==> src/rtl/supercar_ctrl.sv <==
// Knight-rider light sweep controller: drives an external N_BIT shift register
// so that a single lit bit bounces between its LSB and MSB.
module supercar_ctrl #(
  parameter int N_BIT   = 8,
  parameter int PRESC_W = 16
) (
  input  logic               clk,
  input  logic               rst,
  input  logic               start,
  input  logic               stop,
  input  logic [PRESC_W-1:0] speed,
  input  logic [N_BIT-1:0]   pout,
  output logic               shr_en,
  output logic               shr_pl,
  output logic               shr_l_nr,
  output logic               shr_sin,
  output logic [N_BIT-1:0]   shr_pin,
  output logic               busy,
  output logic [7:0]         bounces
);

  typedef enum logic [1:0] {
    IDLE  = 2'd0,
    LOAD  = 2'd1,
    RUN   = 2'd2,
    CLEAR = 2'd3
  } state_t;

  localparam logic [N_BIT-1:0]   PIN_ONE  = {{(N_BIT-1){1'b0}}, 1'b1};
  localparam logic [N_BIT-1:0]   PIN_ZERO = {N_BIT{1'b0}};
  localparam logic [PRESC_W-1:0] PRESC_ONE = {{(PRESC_W-1){1'b0}}, 1'b1};
  localparam logic [PRESC_W-1:0] PRESC_ZERO = {PRESC_W{1'b0}};

  state_t             state_r;
  state_t             state_nxt_s;
  logic               dir_r;       // 1 = moving left (towards MSB)
  logic               dir_nxt_s;
  logic [PRESC_W-1:0] presc_r;
  logic [PRESC_W-1:0] spd_r;
  logic [7:0]         bounces_r;
  logic               tick_s;
  logic               bounce_s;
  logic               go_s;

  assign tick_s  = (state_r == RUN) && (presc_r == spd_r);
  assign go_s    = (state_r == IDLE) && start && !stop;
  assign shr_sin = 1'b0;
  assign bounces = bounces_r;

  // State register
  always_ff @(posedge clk or posedge rst) begin
    if (rst) begin
      state_r <= IDLE;
    end else begin
      state_r <= state_nxt_s;
    end
  end

  // Next-state decode; stop wins over any pending tick
  always_comb begin
    state_nxt_s = state_r;
    case (state_r)
      IDLE: begin
        if (go_s) state_nxt_s = LOAD;
        else      state_nxt_s = IDLE;
      end
      LOAD: begin
        if (stop) state_nxt_s = CLEAR;
        else      state_nxt_s = RUN;
      end
      RUN: begin
        if (stop) state_nxt_s = CLEAR;
        else      state_nxt_s = RUN;
      end
      CLEAR:   state_nxt_s = IDLE;
      default: state_nxt_s = IDLE;
    endcase
  end

  // Output decode plus direction/bounce decisions taken on a tick
  always_comb begin
    shr_en    = 1'b0;
    shr_pl    = 1'b0;
    shr_l_nr  = dir_r;
    shr_pin   = PIN_ZERO;
    dir_nxt_s = dir_r;
    bounce_s  = 1'b0;
    case (state_r)
      IDLE: begin
        shr_en = 1'b0;
      end
      LOAD: begin
        shr_en    = 1'b1;
        shr_pl    = 1'b1;
        shr_pin   = PIN_ONE;
        dir_nxt_s = 1'b1;
      end
      RUN: begin
        if (tick_s && !stop) begin
          shr_en = 1'b1;
          if (pout == PIN_ZERO) begin
            // pattern lost: reseed and restart leftward
            shr_pl    = 1'b1;
            shr_pin   = PIN_ONE;
            shr_l_nr  = 1'b1;
            dir_nxt_s = 1'b1;
          end else if (dir_r) begin
            if (pout[N_BIT-1]) begin
              shr_l_nr  = 1'b0;
              dir_nxt_s = 1'b0;
              bounce_s  = 1'b1;
            end else begin
              shr_l_nr = 1'b1;
            end
          end else begin
            if (pout[0]) begin
              shr_l_nr  = 1'b1;
              dir_nxt_s = 1'b1;
              bounce_s  = 1'b1;
            end else begin
              shr_l_nr = 1'b0;
            end
          end
        end else begin
          shr_en = 1'b0;
        end
      end
      CLEAR: begin
        shr_en  = 1'b1;
        shr_pl  = 1'b1;
        shr_pin = PIN_ZERO;
      end
      default: begin
        shr_en = 1'b0;
      end
    endcase
  end

  assign busy = (state_r != IDLE);

  // Direction register
  always_ff @(posedge clk or posedge rst) begin
    if (rst) begin
      dir_r <= 1'b1;
    end else begin
      dir_r <= dir_nxt_s;
    end
  end

  // Step prescaler: counts 0..spd_r while running
  always_ff @(posedge clk or posedge rst) begin
    if (rst) begin
      presc_r <= PRESC_ZERO;
    end else if (state_r == LOAD) begin
      presc_r <= PRESC_ZERO;
    end else if (state_r == RUN) begin
      if (tick_s) presc_r <= PRESC_ZERO;
      else        presc_r <= presc_r + PRESC_ONE;
    end else begin
      presc_r <= presc_r;
    end
  end

  // Speed snapshot and reversal counter, both restarted by start
  always_ff @(posedge clk or posedge rst) begin
    if (rst) begin
      spd_r     <= PRESC_ZERO;
      bounces_r <= 8'd0;
    end else if (go_s) begin
      spd_r     <= speed;
      bounces_r <= 8'd0;
    end else if (bounce_s) begin
      bounces_r <= bounces_r + 8'd1;
    end else begin
      bounces_r <= bounces_r;
    end
  end

endmodule
==> config.mk <==
export PLATFORM = sky130hd
export DESIGN_NAME = supercar_ctrl
export DESIGN_NICKNAME = d
export VERILOG_FILES = /design/src/rtl/supercar_ctrl.sv
export SDC_FILE = /design/constraint.sdc
export NUM_CORES = 1
export LEC_CHECK = 0
export ABC_AREA = 1
export CORE_MARGIN = 1.5
export CORE_UTILIZATION = 35
export DETAILED_ROUTE_END_ITERATION = 10
export PLACE_DENSITY = 0.61
export SLEW_MARGIN = 20
export SYNTH_ARGS = -nofsm -noshare
export SYNTH_HDL_FRONTEND = slang
export SYNTH_SLANG_ARGS = --single-unit
==> constraint.sdc <==
create_clock -name clk -period 2.4 [get_ports clk]
set_clock_uncertainty 0.05 [all_clocks]
set_input_delay 0.36 -clock clk [delete_from_list [all_inputs] [get_ports clk]]
set_output_delay 0.36 -clock clk [all_outputs]
set_load 0.01 [all_outputs]
-- Yosys cells after proc, flatten, opt, wreduce, memory -nomap -nowiden
Cells that the tools add are included.
- flip-flop bits (word level): 43
- input port bits: 28
- output and inout port bits: 21
- logic and storage cells: 51
- $add $sub $neg: 2
- equal/unequal tests: 4
- multiplexer cells: 28
- reductions and logical operators: 12
- operators by type and width (kind ; count):
    $mux 16 ; 3
    $mux 1 ; 18
    $add 16x1->16 const B ; 1
    $eq 16x16->1 ; 1
    $mux 8 ; 2
    $add 8x1->8 const B ; 1
    $logic_not 8->1 ; 1
    $pmux 1 s2 ; 3
    $pmux 2 s3 ; 1
    $reduce_bool 2->1 ; 3
    $eq 2x2->1 const B ; 2
    $logic_and 1x1->1 ; 4
    $reduce_or 2->1 ; 2
    $pmux 1 s3 ; 1
    $eq 2x1->1 const B ; 1
    $logic_not 2->1 ; 1
    $logic_not 1->1 ; 1

-- Logic depth before layout (Yosys ltp)
- word-level depth: 7
- gate-level depth with buffers: 12
- gate-level depth less buffers: 12

-- Worst setup path before layout
No wires, ideal clock.
- kind: flip-flop to output port
- from: reg state_r[0]
- to: out shr_pin[0]
- arrival time: 1.529 ns
- data required time: 1.990 ns
- path slack: 0.461 ns
- stages on the path, launching flop included: 11
- buffers on the path: 0
- path through: dfrtp_1 inv_1 ha_1 inv_1 a21oi_1 nand3b_1 nor2_1 nand4_1 inv_1 nand2_1 a21oi_1
- cells in the longest elaborated chain, start to end: 5
- elaborated cells on any way between the ends: 6
- those cells by class: eq/ne (2); mux (2); reduce/logical (2)
- RTL lines (what ; RTL line ; RTL):
    from (decl) ; 34 ; state_t state_r;
    from (signal assigned) ; 55 ; state_r <= state_nxt_s;
    $eq 2x2->1 ; 45, 88 ;
    $logic_and 1x1->1 ; 45 ; assign tick_s = (state_r == RUN) && (presc_r == spd_r);
    $logic_and 1x1->1 ; 99 ; if (tick_s && !stop) begin
    $mux 1 ; 99 ;
    $pmux 1 s2 (*) ; 88 ; case (state_r)
    to (decl) ; 17 ; output logic [N_BIT-1:0] shr_pin,
Every way passes the cells marked *; elsewhere a longest branch is shown, timed or not.

-- Final worst setup path
- from: reg state_r[0]
- to: out shr_l_nr
- cells in the longest elaborated chain, start to end: 5
- RTL lines (what ; RTL line ; RTL):
    $eq 2x2->1 (*) ; 45, 88 ;
    $logic_and 1x1->1 ; 45 ;
    $logic_and 1x1->1 ; 99 ;
    $mux 1 ; 99 ;
    $mux 1 (*) ; 88 ;
    to (decl) ; 15 ; output logic shr_l_nr,
Marks and branches as above.

==> results.yml <==
outcome:
  status: "finished clean"
layout:
  finish.utilization_pct: 46.6
  n_fill_cell: 768
  layout.nets: 496
  final_common_cell: "nand2_1"
  antennaDiodeCount: 0
  drive_gt1_share_pct: 19.0
  mostFrequentLayoutCells: "nand2_1, nor2_1, inv_1, dfrtp_1, clkdlybuf4s50_1"
  area_delta_synth_final_pct: 28.4
  fin_area_sq_um: 3600
  instances_no_fill: 564
grt:
  grt_pass1_wl_microns: 11600
  grt_usage_pct: 17.0
  grt_overflow: 0
  grt_max_degree: 44
  grt_pass1_vias: 2511
  antenna_found_initial: 0
min_path:
  hp-class: "input port to async pin"
power:
  clkPwrFrac_pct: 13.9
  switching_power_mw: 1.41
  power_switching_share_pct: 43.8
  p_comb_share_pct: 52.6
  leakage_nw: 1.75
  total_power_mw: 3.23
  pwr-share-seq_pct: 33.5
  peakVddDrop_uv: 354
  p_per_area_nw_per_um2: 897
  p_int_mw: 1.81
clock_network:
  htreeDepth: 2
  tritoncts: "done"
  cts_made_buffers: 5
  clk_pin_slew_worst_paths_ns: 0.08
  ctsRootBufferMaster: "clkbuf_8"
  cts_sinks: 43
  clk-insertion-delay-late_ns: 0.30
  clock_path_buffers: 2
route:
  avgRoutedWirePerCell_microns: 12.2
  first_pass_iters: 4
  postRouteAntennaNets: 0
  vias: 2669
  drc: 0
  routed_wl_microns: 6900
  drt-initial-drc-count: 188
  avgViaCountPerCell: 4.73
sta:
  report.final.slew_viol_count: 0
  setup_tns_ns: 0
  worst_pin_slew_ns: 0.572
  fin_crit_sh_pct: 97.8
  setup_violations: 0
  max_freq_mhz: 426
  slew_headroom_pct: 61.9
  hold_violations: 0
  period_minus_slack_ns: 2.35
  rsz0062_at_grt: "yes"
worst_setup_path:
  arrival_ns: 1.94
  startpoint_type: "register"
  end_kind: "output pin"
  r2r-end: "presc_r[14]$_DFFE_PP0N_"
  rr_worst_depth: 11
  path_class: "register to output pin"
  r2r_setup_slack_ns: 0.36
  r2r-start: "state_r[0]$_DFF_PP0_"
  critPathRequiredTime_ns: 1.99
  cp_max_fo: 2
yosys:
  ys.flop_type: "dfrtp_1"
  synth_area_leaders: "dfrtp_1, nand2_1, nor2_1"
  synth_area_leader_cell: "dfrtp_1"
  syn_inst: 394
  ys_async_sr_fraction_pct: 100
  synth-edff-count: 0
  seq_area_frac_synth_pct: 38.4
  yosysWarnings: 0
  ys_seq_elements: 43
  yosysUniqueCellTypes: 34
  synth_top_area_share_pct: 37.5
  synth_area_per_cell_sq_um: 7.11
  synthesis.area_sq_um: 2800
die:
  rows: 32
  die_w_microns: 92.5
  core_sq_um: 7730
  io_pins: 49
  die_h_microns: 92.5
  start_util_pct: 36.3
  die_area_sq_um: 8550
place:
  dpl.cell_count: 545
  portBuffers: 40
  gp_congestion: 0.888
  hpwl_microns: 5210
  dpl_cell_area_sq_um: 3400
flow_run:
  cap_violations: 0
-- stage by stage --
stage | hold slack (ns) | setup WS [ns]
floorplan | 0.413 | 0.461
global placement | 0.426 | 0.0473
detailed placement | 0.427 | -0.0133
CTS | 0.441 | 0.000173
global route | 0.465 | -0.0860
finish | 0.447 | 0.0517
-- area by class of cell --
class	instances	area (sq um)	share of cell area (%)
tap	102	128	3.55
timing repair buffer	68	591	16.4
multi-input combinational	289	1520	42.1
sequential	43	1080	30.0
clock buffer	8	80.1	2.22
inverter	54	205	5.70
-- synthesized netlist by cell type (5+ instances only) --
| master | number |
|---|---|
| o21ai_1 | 10 |
| nand4_1 | 11 |
| nand2_1 | 102 |
| o21ai_0 | 9 |
| nand3_1 | 27 |
| inv_1 | 45 |
| buf_4 | 9 |
| inv_2 | 8 |
| ha_1 | 7 |
| dfrtp_1 | 42 |
| xor2_1 | 11 |
| a21oi_1 | 19 |
| nor2_1 | 51 |
| o22ai_1 | 5 |
| nor2_2 | 6 |
-- worst max path at each step --
stage / startpoint / slack [ns] / end / depth (start not counted)
2_1_floorplan: state_r[0]$_DFF_PP0_ / 0.46 / shr_pin[0] / 10
3_3_place_gp: state_r[0]$_DFF_PP0_ / 0.05 / shr_pin[0] / 11
3_5_place_dp: state_r[0]$_DFF_PP0_ / -0.01 / shr_pin[0] / 11
4_1_cts: state_r[0]$_DFF_PP0_ / 0.0002 / shr_l_nr / 12
5_1_grt: state_r[0]$_DFF_PP0_ / -0.09 / shr_pin[0] / 12
6_report: state_r[0]$_DFF_PP0_ / 0.05 / shr_l_nr / 12
-- power by group through the flow --
stage                     clock network [mW]  logic [mW]  registers (mW)
final                                  0.448        1.70            1.08
after detailed placement                   0        1.58            1.09
after floorplan                            0        1.05            1.05
after global placement                     0        1.57            1.08
after global routing                   0.491        1.93            1.11
after CTS                              0.468        1.57            1.08
-- cell families (layout without fill, tap and decap cells) --
logic type,count (synthesis),count (layout),synth area share [%]
other cells,1,8,0.134
fa+ha+maj,7,7,3.12
mux,2,2,0.804
flops,43,43,38.4
xor+xnor,15,15,4.69
buf+inv,69,130,10.7
simple gates,212,212,33.7
compound gates,45,45,8.48
-- layer usage --
metal | share of wire (%) | GRT usage [%]
met1 | 47 | 22.7
met2 | 46 | 28.2
met3 | 4.9 | 2.87
met4 | 1.8 | 5.13
met5 | 0 | 0
-- critical path, stage by stage (launching register included) --
cell and delay (ns):
dfrtp_1 0.39, inv_2 0.09, ha_4 0.14, inv_2 0.04, a21oi_2 0.09, nand3b_1 0.10
nor2_2 0.13, nand4_1 0.13, buf_4 0.17, buf_4 0.13, nand2_2 0.05, nand2_1 0.05
buf_2 0.13
-- what timing repair did --
action	4_1_cts	5_1_grt
setup endpoints to repair	4	4
hold buffers	0	0
pin swaps	2	4
setup buffers	3	8
gates resized for setup	17	22
-- flip-flops by register name (all words and copies together) (netlist names) --
| register | flops |
|---|---|
| state_r | 2 |
| presc_r | 16 |
| spd_r | 16 |
| bounces | 8 |
| dir_r | 1 |
Note: power is estimated with default switching activity, not from simulation.
